==> src/rtl/serial_exec_sequencer.sv <==
// serial_exec_sequencer: LOAD/EXEC/DONE control for the 8-bit bit-serial datapath.
// Define SEQ_STEP_MODE_EN to add a step input that advances EXEC one bit per pulse.
module serial_exec_sequencer #(
  parameter int WIDTH = 8,
  parameter int CW    = 4
) (
  input  logic          clk,
  input  logic          rstn,
`ifdef SEQ_STEP_MODE_EN
  input  logic          step,
`endif
  input  logic          start,
  input  logic [3:0]    opcode,
  output logic          load_a,
  output logic          load_b,
  output logic          load_out,
  output logic          shift_a,
  output logic          shift_b,
  output logic          shift_out,
  output logic [1:0]    alu_op,
  output logic          carry_clr,
  output logic          busy,
  output logic          done,
  output logic          err,
  output logic [CW-1:0] bit_idx
);
  typedef enum logic [1:0] {IDLE, LOAD, EXEC, DONE} state_t;
  state_t        state_q;
  logic [CW-1:0] cnt_q;
  logic [1:0]    op_q;
  logic          load_q, exec_q, done_q, err_q;
  logic          adv;
  logic          last;
`ifdef SEQ_STEP_MODE_EN
  assign adv = step;
`else
  assign adv = 1'b1;
`endif
  assign last = cnt_q == CW'(WIDTH - 1);
  always_ff @(posedge clk) begin
    if (!rstn) begin
      state_q <= IDLE;
      cnt_q   <= '0;
      op_q    <= '0;
      load_q  <= 1'b0;
      exec_q  <= 1'b0;
      done_q  <= 1'b0;
      err_q   <= 1'b0;
    end else begin
      load_q <= 1'b0;
      done_q <= 1'b0;
      err_q  <= 1'b0;
      case (state_q)
        IDLE: begin
          if (start && opcode[3:2] == 2'b00) begin
            state_q <= LOAD;
            op_q    <= opcode[1:0];
            load_q  <= 1'b1;
          end else begin
            err_q <= start;
          end
        end
        LOAD: begin
          state_q <= EXEC;
          exec_q  <= 1'b1;
          cnt_q   <= '0;
        end
        EXEC: begin
          if (adv && last) begin
            state_q <= DONE;
            exec_q  <= 1'b0;
            done_q  <= 1'b1;
            cnt_q   <= '0;
          end else if (adv) begin
            cnt_q <= cnt_q + 1'b1;
          end
        end
        default: begin
          state_q <= IDLE;
          op_q    <= '0;
        end
      endcase
    end
  end
  // bit counter is held at zero outside EXEC, so it doubles as bit_idx
  assign load_a    = load_q;
  assign load_b    = load_q;
  assign load_out  = load_q;
  assign carry_clr = load_q;
  assign shift_a   = exec_q & adv;
  assign shift_b   = exec_q & adv;
  assign shift_out = exec_q & adv;
  assign alu_op    = op_q;
  assign busy      = state_q != IDLE;
  assign done      = done_q;
  assign err       = err_q;
  assign bit_idx   = cnt_q;
endmodule

==> config.mk <==
export PLATFORM = sky130hd
export DESIGN_NAME = serial_exec_sequencer
export DESIGN_NICKNAME = d
export VERILOG_FILES = /design/src/rtl/serial_exec_sequencer.sv
export SDC_FILE = /design/constraint.sdc
export NUM_CORES = 1
export LEC_CHECK = 0
export ABC_CLOCK_PERIOD_IN_PS = 1400
export CAP_MARGIN = 0
export CORE_ASPECT_RATIO = 1.1
export CORE_MARGIN = 10
export CORE_UTILIZATION = 38
export CTS_CLUSTER_SIZE = 24
export DETAILED_ROUTE_END_ITERATION = 8
export GPL_TIMING_DRIVEN = 1
export MAX_ROUTING_LAYER = met4
export PLACE_DENSITY = 0.76
export SETUP_SLACK_MARGIN = 0.02
export SLEW_MARGIN = 40
export SYNTH_ARGS = -nofsm -noshare
export SYNTH_HDL_FRONTEND = slang
export SYNTH_SLANG_ARGS = --single-unit
==> constraint.sdc <==
create_clock -name clk -period 1.4 [get_ports clk]
set_input_delay 0.14 -clock clk [delete_from_list [all_inputs] [get_ports clk]]
set_output_delay 0.14 -clock clk [all_outputs]
set_load 0.02 [all_outputs]
==> flow_summary.json <==
{
  "clock_latency_ps": 270,
  "layout_setup_ws_ps": 47.9,
  "grt_pass1_wl_um": 2570,
  "powerDensity_nw_per_um2": 1540,
  "final_cell_mix": "nand2_1 (11), dlygate4sd2_1 (11), dfxtp_1 (10), buf_4 (10), clkdlybuf4s50_1 (6)",
  "finish.utilization_pct": 59.8,
  "vdd_ir_drop_max_uv": 657,
  "path_cells": "inv_1 > ha_2 > inv_1 > buf_4 > or3_4 > o22ai_1",
  "finalNonFillerCells": 117,
  "clk_pin_slew_ps": 80,
  "grt_pass1_vias": 580,
  "start_kind": "flip-flop",
  "die_area_um2": 3660,
  "reg2reg_to": "alu_op[1]",
  "rrSetupSlack_ps": 50,
  "area_delta_synth_final_pct": 49.6,
  "drtPass1Iterations": 4,
  "p_leak_uw": 0.000492,
  "end_kind": "flip-flop",
  "cts_tree": "done",
  "io_buffers": 22,
  "drive_gt1_share_pct": 20.0,
  "crit_arrival_ps": 1550,
  "place_area_um2": 887,
  "yosys_warnings": 0,
  "maxSlewHeadroom_pct": 80.5,
  "r2r_start": "state_q[0]",
  "fp-row-count": 15,
  "crit_path_max_fanout": 2,
  "synth_fp_nets": 84,
  "fin_skew_ps": 3.38,
  "die_height_um": 62.5,
  "fmax_ghz": 0.740,
  "start_util_pct": 40.0,
  "drtAntennaViolNets": 0,
  "antenna_cells": 0,
  "ys_types": 24,
  "slowest_delay_ps": 360,
  "setup_viol": 0,
  "pin_count": 23,
  "cts_setup_buffers": 0,
  "cts_buffers": 3,
  "ys_ff_latch": 12,
  "outcome": "finished clean",
  "syn_area_um2": 623,
  "dp.final_hpwl_um": 1250,
  "slew_violations": 0,
  "hp-start": "start",
  "post-place-cells": 113,
  "grt_setup_unrepaired": "yes",
  "synthCells": 73,
  "critPathSlowestCell": "or3_4",
  "clockRootBuffer": "clkbuf_4",
  "internal_power_uw": 911,
  "avgSynthCellArea_um2": 8.54,
  "required_ps": 1600,
  "numClockSinks": 12,
  "fin_crit_ps": 1350,
  "cpMostUsedCell": "inv_1",
  "timing.final.crit_share_pct": 96.6,
  "holdPathEnd": "err",
  "tightestPinTransition_ps": 293,
  "drc": 0,
  "cts_max_path_buffers": 2,
  "num_vias": 601,
  "combPwrFrac_pct": 51.6,
  "final_hold_viol_count": 0,
  "worst_hold_path_type": "input pin to flip-flop",
  "power_frac_seq_pct": 29.5,
  "die_x_um": 58.6,
  "drtIter0Drc": 15,
  "swShare_pct": 36.6,
  "via_per_inst": 5.14,
  "path_class": "flip-flop to flip-flop",
  "fin_area_um2": 932,
  "maxCapViolations": 0,
  "yosys.area.top_type": "dfxtp_1",
  "grtUsageTotal_pct": 8.73,
  "switchingPower_uw": 526,
  "reg2reg_depth": 6,
  "wire_per_inst_um": 13.9,
  "antenna_found_initial": 0,
  "post-place-ws_ps": -202,
  "htreeDepth": 1,
  "overflow": 0,
  "clock_power_share_pct": 18.9,
  "gp_congestion": 0.738,
  "core_um2": 1560,
  "finalNetCount": 112,
  "yosys.area.top_type_share_pct": 38.6,
  "yosys-top-cells-area": "dfxtp_1 (39%), ha_1 (8.0%), nand2_1 (6.6%)",
  "seq_area_frac_synth_pct": 38.6,
  "grt_max_degree": 20,
  "wl_um": 1620,
  "hold_path_depth": 3
}
==> cell type report <==
| type | instances | area (µm²) |
|---|---|---|
| inverter | 4 | 15.0 |
| timing repair buffer | 32 | 287 |
| tap | 17 | 21.3 |
| sequential | 12 | 243 |
| multi-input combinational | 48 | 330 |
| fill | 140 | 626 |
| clock buffer | 4 | 36.3 |
==> critical path: cells and delay by family (launching register included) <==
family,cells,cell delay [ps]
AOI/OAI and AO/OA,1,150
buffers and inverters,3,260
and+or+nand+nor,1,360
DFF,1,330
adders and majority gates,1,180
==> power by group through the flow <==
stage / combinational (µW) / sequential, µW / clock [µW]
final: 742 / 423 / 272
after global routing: 803 / 430 / 297
after CTS: 727 / 420 / 277
after detailed placement: 762 / 431 / 0
after global placement: 751 / 425 / 0
after floorplan: 401 / 464 / 0
==> state kept, by name (all words and copies together), names as in the netlist <==
register   cells
bit_idx        4
done           1
carry_clr      1
err            1
shift_a        1
alu_op         2
state_q        2
==> worst max-delay path by stage <==
| stage | from | slack, ps | cells after the start | to |
|---|---|---|---|---|
| after floorplan | bit_idx[0] | 50 | 4 | state_q[0] |
| after global placement | start | -170 | 4 | alu_op[1] |
| after detailed placement | start | -200 | 4 | alu_op[1] |
| after CTS | state_q[0] | 20 | 4 | alu_op[1] |
| after global routing | state_q[0] | -10 | 6 | alu_op[0] |
| final | state_q[0] | 50 | 6 | alu_op[1] |
==> per-layer routing <==
layer / global-route usage, % / share of wire (%) / vias to the layer above
met3: 2.24 / 6.1 / 6
met5: - / 0 / -
li1: - / - / 300
met1: 9.18 / 41 / 274
met2: 13.7 / 49 / 21
met4: 6.03 / 3.5 / 0
==> logic make-up after synthesis <==
kind of cell,synth area share [%]
flip-flops,38.6
buffers and inverters,10.8
adder cells (fa/ha/maj),8.03
AND/OR/NAND/NOR,25.1
AO/OA/AOI/OAI,14.3
multiplexers,3.21
==> cells in the mapped netlist <==
| cell | instances |
|---|---|
| dfxtp_1 | 12 |
| o211ai_1 | 1 |
| inv_1 | 4 |
| a22oi_1 | 1 |
| mux2i_1 | 2 |
| nor3_1 | 1 |
| or3b_1 | 1 |
| a21oi_1 | 1 |
| or3_1 | 1 |
| and3_1 | 1 |
| nor3b_1 | 2 |
| nand3b_1 | 4 |
| o21ai_0 | 2 |
| o32ai_1 | 1 |
| nand2_1 | 11 |
| buf_4 | 5 |
| a21boi_0 | 4 |
| nor2_1 | 1 |
| clkbuf_1 | 4 |
| o22ai_1 | 2 |
| o21a_1 | 1 |
| nand3_1 | 3 |
| ha_1 | 4 |
| nand2b_1 | 4 |
==> repair_timing <==
| action | 4_1_cts | 5_1_grt |
|---|---|---|
| gates cloned | 0 | 0 |
| endpoints found under the setup margin | 12 | 11 |
| resized for setup | 14 | 10 |
| pin swaps | 0 | 3 |
| hold buffers | 0 | 0 |
==> metrics by stage <==
step,TNS (ps),power [µW],hold WS (ps)
global route,-22.5,1530,471
global placement,-622,1180,458
CTS,0,1420,450
floorplan,0,866,258
finish,0,1440,449
detailed placement,-755,1190,464
Power figures use the tool's default switching activity.
